`src/rtl/pipe_regfile.sv`:
```
// Register file fused with the ID/EX operand registers: registered reads that honour
// stall/flush, optional write-back bypass into captured operands, and a debug read port.
module pipe_regfile #(
  parameter int DATA_W   = 32,
  parameter int ADDR_W   = 5,
  parameter int NUM_RD   = 2,
  parameter int ZERO_REG = 1,
  parameter int BYPASS   = 1
) (
  input  logic                       clk,
  input  logic                       rst_n,
  input  logic [NUM_RD*ADDR_W-1:0]   rd_addr,
  output logic [NUM_RD*DATA_W-1:0]   rd_data,
  input  logic                       stall,
  input  logic                       flush,
  input  logic                       wr_en,
  input  logic [ADDR_W-1:0]          wr_addr,
  input  logic [DATA_W-1:0]          wr_data,
  input  logic [ADDR_W-1:0]          dbg_addr,
  output logic [DATA_W-1:0]          dbg_data
);

  localparam int DEPTH = 1 << ADDR_W;

  logic [DATA_W-1:0] r_mem [DEPTH];
  logic [DATA_W-1:0] r_dbg_data;
  logic              w_wr_ok;
  logic              w_dbg_zero;

  // Entry 0 is hard-wired when ZERO_REG is set, so its writes never commit or bypass.
  assign w_wr_ok    = wr_en && !((ZERO_REG != 0) && (wr_addr == '0));
  assign w_dbg_zero = (ZERO_REG != 0) && (dbg_addr == '0);

  always_ff @(posedge clk) begin
    if (!rst_n) begin
      for (int k = 0; k < DEPTH; k++) begin
        r_mem[k] <= '0;
      end
    end else if (w_wr_ok) begin
      r_mem[wr_addr] <= wr_data;
    end
  end

  always_ff @(posedge clk) begin
    if (!rst_n) begin
      r_dbg_data <= '0;
    end else begin
      r_dbg_data <= w_dbg_zero ? '0 : r_mem[dbg_addr];
    end
  end

  assign dbg_data = r_dbg_data;

  generate
    for (genvar gi = 0; gi < NUM_RD; gi++) begin : g_port
      logic [ADDR_W-1:0] w_addr;
      logic [DATA_W-1:0] w_cap_val;
      logic              w_fwd;
      logic              w_refresh;
      logic [ADDR_W-1:0] r_cap_addr;
      logic [DATA_W-1:0] r_data;

      assign w_addr    = rd_addr[gi*ADDR_W +: ADDR_W];
      assign w_fwd     = (BYPASS != 0) && w_wr_ok && (wr_addr == w_addr);
      // While stalled, a write to the held operand's register keeps it current.
      assign w_refresh = (BYPASS != 0) && w_wr_ok && (wr_addr == r_cap_addr);

      always_comb begin
        w_cap_val = r_mem[w_addr];
        if ((ZERO_REG != 0) && (w_addr == '0)) begin
          w_cap_val = '0;
        end else if (w_fwd) begin
          w_cap_val = wr_data;
        end
      end

      always_ff @(posedge clk) begin
        if (!rst_n) begin
          r_cap_addr <= '0;
          r_data     <= '0;
        end else if (flush) begin
          r_cap_addr <= '0;
          r_data     <= '0;
        end else if (stall) begin
          if (w_refresh) begin
            r_data <= wr_data;
          end
        end else begin
          r_cap_addr <= w_addr;
          r_data     <= w_cap_val;
        end
      end

      assign rd_data[gi*DATA_W +: DATA_W] = r_data;
    end
  endgenerate

endmodule

```
`config.mk`:
```
export PLATFORM = sky130hd
export DESIGN_NAME = pipe_regfile
export DESIGN_NICKNAME = d
export VERILOG_FILES = /design/src/rtl/pipe_regfile.sv
export SDC_FILE = /design/constraint.sdc
export NUM_CORES = 2
export LEC_CHECK = 0
export BUFFER_PORTS_ARGS = -buffer_cell sky130_fd_sc_hd__buf_2
export CAP_MARGIN = 15
export CORE_ASPECT_RATIO = 1.2
export CORE_UTILIZATION = 35
export CTS_CLUSTER_SIZE = 30
export DETAILED_ROUTE_END_ITERATION = 16
export GPL_ROUTABILITY_DRIVEN = 0
export MAX_ROUTING_LAYER = met4
export PLACE_DENSITY = 0.47
export SLEW_MARGIN = 15
export SYNTH_ARGS = -nofsm -noshare
export SYNTH_HDL_FRONTEND = slang
export SYNTH_SLANG_ARGS = --single-unit
export TNS_END_PERCENT = 50
```
`constraint.sdc`:
```
create_clock -name clk -period 8.87 [get_ports clk]
set_clock_uncertainty 0.15 [all_clocks]
set_input_delay 0.4435 -clock clk [delete_from_list [all_inputs] [get_ports clk]]
set_output_delay 0.4435 -clock clk [all_outputs]
set_load 0.05 [all_outputs]
```
==> impl_metrics.py <==
metrics = {
    "status": {
        "status": "finished clean",
    },
    "routing": {
        "via_count": 44286,
        "wl_per_cell_um": 41.5,
        "vias_per_cell": 6.44,
        "route.detailed.drc": 0,
        "final_antenna_net_count": 0,
        "drt_first_pass_iters": 5,
        "drtIter0Drc": 6068,
        "routed_wl_mm": 285,
    },
    "layout": {
        "fin_area_um2": 74100,
        "drive_gt1_frac": 0.317,
        "synthToLayoutAreaGrowth_pct": 12.5,
        "final_core_util": 0.396,
        "nets": 4328,
    },
    "global_routing": {
        "grt_max_degree": 137,
        "antenna_found_initial": 35,
        "grt_pass1_vias": 43696,
        "grt_remaining_overflow": 0,
        "grt_pass1_wl_mm": 384,
        "grt_util_all_layers": 0.308,
    },
    "timing": {
        "worst_pin_slew_ps": 1330,
        "max_freq_ghz": 0.293,
        "hold_viol": 0,
        "fin_crit_sh": 0.385,
        "rsz0062_at_grt": "no",
        "fin_crit_ps": 3410,
        "timing.final.max_slew_violations": 0,
        "relSlewSlack": 0.113,
        "setup_viol": 0,
        "tns_ps": 0,
        "whs_ps": 63.8,
    },
    "cts": {
        "cts_buffer_depth": 3,
        "htreeDepth": 4,
        "clock_insertion_delay_worst_skew_ps": 810,
        "path_clk_slew_ps": 60,
        "cts_sinks": 1130,
        "cts_tree": "built",
        "numCtsBuffers": 132,
        "root_buffer": "clkbuf_16",
    },
    "critical_path": {
        "path_class": "in -> reg",
        "r2r_end": "g_port[1].r_data[19]",
        "rrSetupSlack_ps": 6250,
        "cp.required_ps": 9390,
        "r2r_cells": 7,
        "crit_arrival_ps": 3940,
        "r2r-start": "g_port[1].r_cap_addr[4]",
        "end_kind": "flip-flop",
        "startpoint_type": "primary input",
        "cp_max_fo": 64,
    },
    "die": {
        "design.core.area_um2": 187000,
        "dieHeight_um": 477,
        "start_util": 0.352,
        "io_pins": 153,
        "dieArea_um2": 190000,
        "rows": 174,
        "die-width_um": 398,
    },
    "hold_path": {
        "min_from": "wr_data[6]",
        "hold_class": "in -> reg",
        "hold_end": "g_port[1].r_data[6]",
        "min_delay_path_depth": 3,
    },
    "synthesis": {
        "netlist_instances": 4327,
        "ys.warnings.count": 0,
        "synth_edf_count": 1024,
        "yosysTopAreaCell": "edfxtp_1",
        "synth_top_area_frac": 0.467,
        "synthesis.area_um2": 65800,
        "synthTopCellsByArea": "edfxtp_1, mux4_2, and2_1, dfxtp_1, a22oi_1",
        "synth_commonest_cells": "edfxtp_1, and2_1, mux4_2, clkbuf_1, a22oi_1",
        "yosys_most_used_dff": "edfxtp_1",
        "syn_avg_cell_area_um2": 15.2,
        "yosysMostFrequentCell": "edfxtp_1",
        "yosys.cell_types.count": 43,
        "ys_seq_elements": 1130,
        "async_reset_ff_frac": 0,
        "synth_seq_area_share": 0.500,
    },
    "place": {
        "dp_hpwl_mm": 159,
        "place_area_um2": 69500,
        "portBuffers": 152,
    },
    "job": {
        "max-cap-violations": 0,
    },
    "power": {
        "total_power_mw": 14.1,
        "p_leak_nw": 24.4,
        "p_per_area_nw_per_um2": 190,
        "ir_worst_vdd_uv": 193,
    },
}
## through the flow
step | instances | setup WS, ps
floorplan | 4358 | 4260
global placement | 6585 | 4660
detailed placement | 6587 | 4610
CTS | 6844 | 5460
global route | 6860 | 5260
finish | 6872 | 5460
## critical path, cell delays in order
cell	delay [ps]
buf_8	640
buf_12	510
buf_4	730
mux4_2	590
a22oi_1	340
a21oi_1	120
a2111o_1	300
## worst max path at each step
| stage | from | endpoint | slack, ps |
|---|---|---|---|
| 2_1_floorplan | rst_n | r_mem[20][0] | 4260 |
| 3_3_place_gp | rd_addr[0] | g_port[0].r_data[6] | 4660 |
| 3_5_place_dp | rd_addr[0] | g_port[0].r_data[6] | 4610 |
| 4_1_cts | rd_addr[0] | g_port[0].r_data[6] | 5460 |
| 5_1_grt | rd_addr[0] | g_port[0].r_data[6] | 5260 |
| 6_report | rd_addr[0] | g_port[0].r_data[6] | 5460 |
## cell families (layout without fill, tap and decap cells)
group,Yosys count,after routing,share of synthesized area
flip-flops,1130,1130,0.500
multiplexers,874,874,0.291
other,1,59,0.0000570
buffers and inverters,545,568,0.0345
XOR/XNOR,20,20,0.00266
AO/OA/AOI/OAI,583,583,0.0635
AND/OR/NAND/NOR,1174,1174,0.109
## layout make-up
| cell class | instances | area, um2 |
|---|---|---|
| tap | 2464 | 3080 |
| antenna | 27 | 67.6 |
| timing repair buffer | 291 | 2080 |
| sequential | 1130 | 32900 |
| clock buffer | 166 | 3540 |
| inverter | 33 | 125 |
| multi-input combinational | 2683 | 31500 |
| clock inverter | 78 | 827 |
| fill | 17159 | 113000 |
## registers in the layout (all words and copies together) (netlist names)
name / flops
g_port.r_cap_addr: 10
g_port.r_data: 64
dbg_data: 32
r_mem: 1024
## power breakdown
group | switching [mW] | internal, mW
Clock | 2.40 | 3.28
Sequential | 0.229 | 6.11
Combinational | 1.24 | 0.823
Total | 3.86 | 10.2
## repair_timing
item	CTS	global route
buffers inserted	0	0
hold endpoints to repair	10	0
resized for setup	0	0
hold buffers	13	0
## metal layers
| metal | vias to the layer above | wire, um | track usage | part of all wire |
|---|---|---|---|---|
| met2 | 2635 | 135000 | 0.471 | 0.47 |
| met1 | 23882 | 112000 | 0.396 | 0.39 |
| met3 | 532 | 26500 | 0.0685 | 0.093 |
| li1 | 17237 | - | - | - |
| met5 | - | 0 | - | 0 |
| met4 | 0 | 12000 | 0.125 | 0.042 |
## cells in the final DEF, fill, tap and decap left out, types with 22 or more instances in the layout
| cell type | synthesis | routed |
|---|---|---|
| dfxtp_1 | 106 | 106 |
| nand2_1 | 36 | 35 |
| conb_1 | 1 | 32 |
| o31ai_1 | 33 | 32 |
| nand4_1 | 33 | 33 |
| a2111o_1 | 32 | 32 |
| buf_4 | 14 | 114 |
| o2111ai_1 | 32 | 32 |
| clkbuf_1 | 335 | 28 |
| edfxtp_1 | 1024 | 1024 |
| mux4_2 | 832 | 832 |
| a22oi_1 | 256 | 256 |
| a21o_1 | 64 | 64 |
| nor2_4 | 0 | 33 |
| o21ai_4 | 0 | 31 |
| buf_2 | 119 | 143 |
| a21oi_1 | 96 | 96 |
| and2_1 | 996 | 993 |
| mux2i_1 | 42 | 42 |
| clkinv_1 | 0 | 26 |
| clkinv_2 | 0 | 22 |
| diode_2 | 0 | 27 |
| clkbuf_16 | 0 | 136 |
| nand3_1 | 37 | 36 |
| inv_1 | 33 | 32 |
| o21ai_1 | 32 | 32 |
No activity file was read; power rests on OpenSTA's default activity.
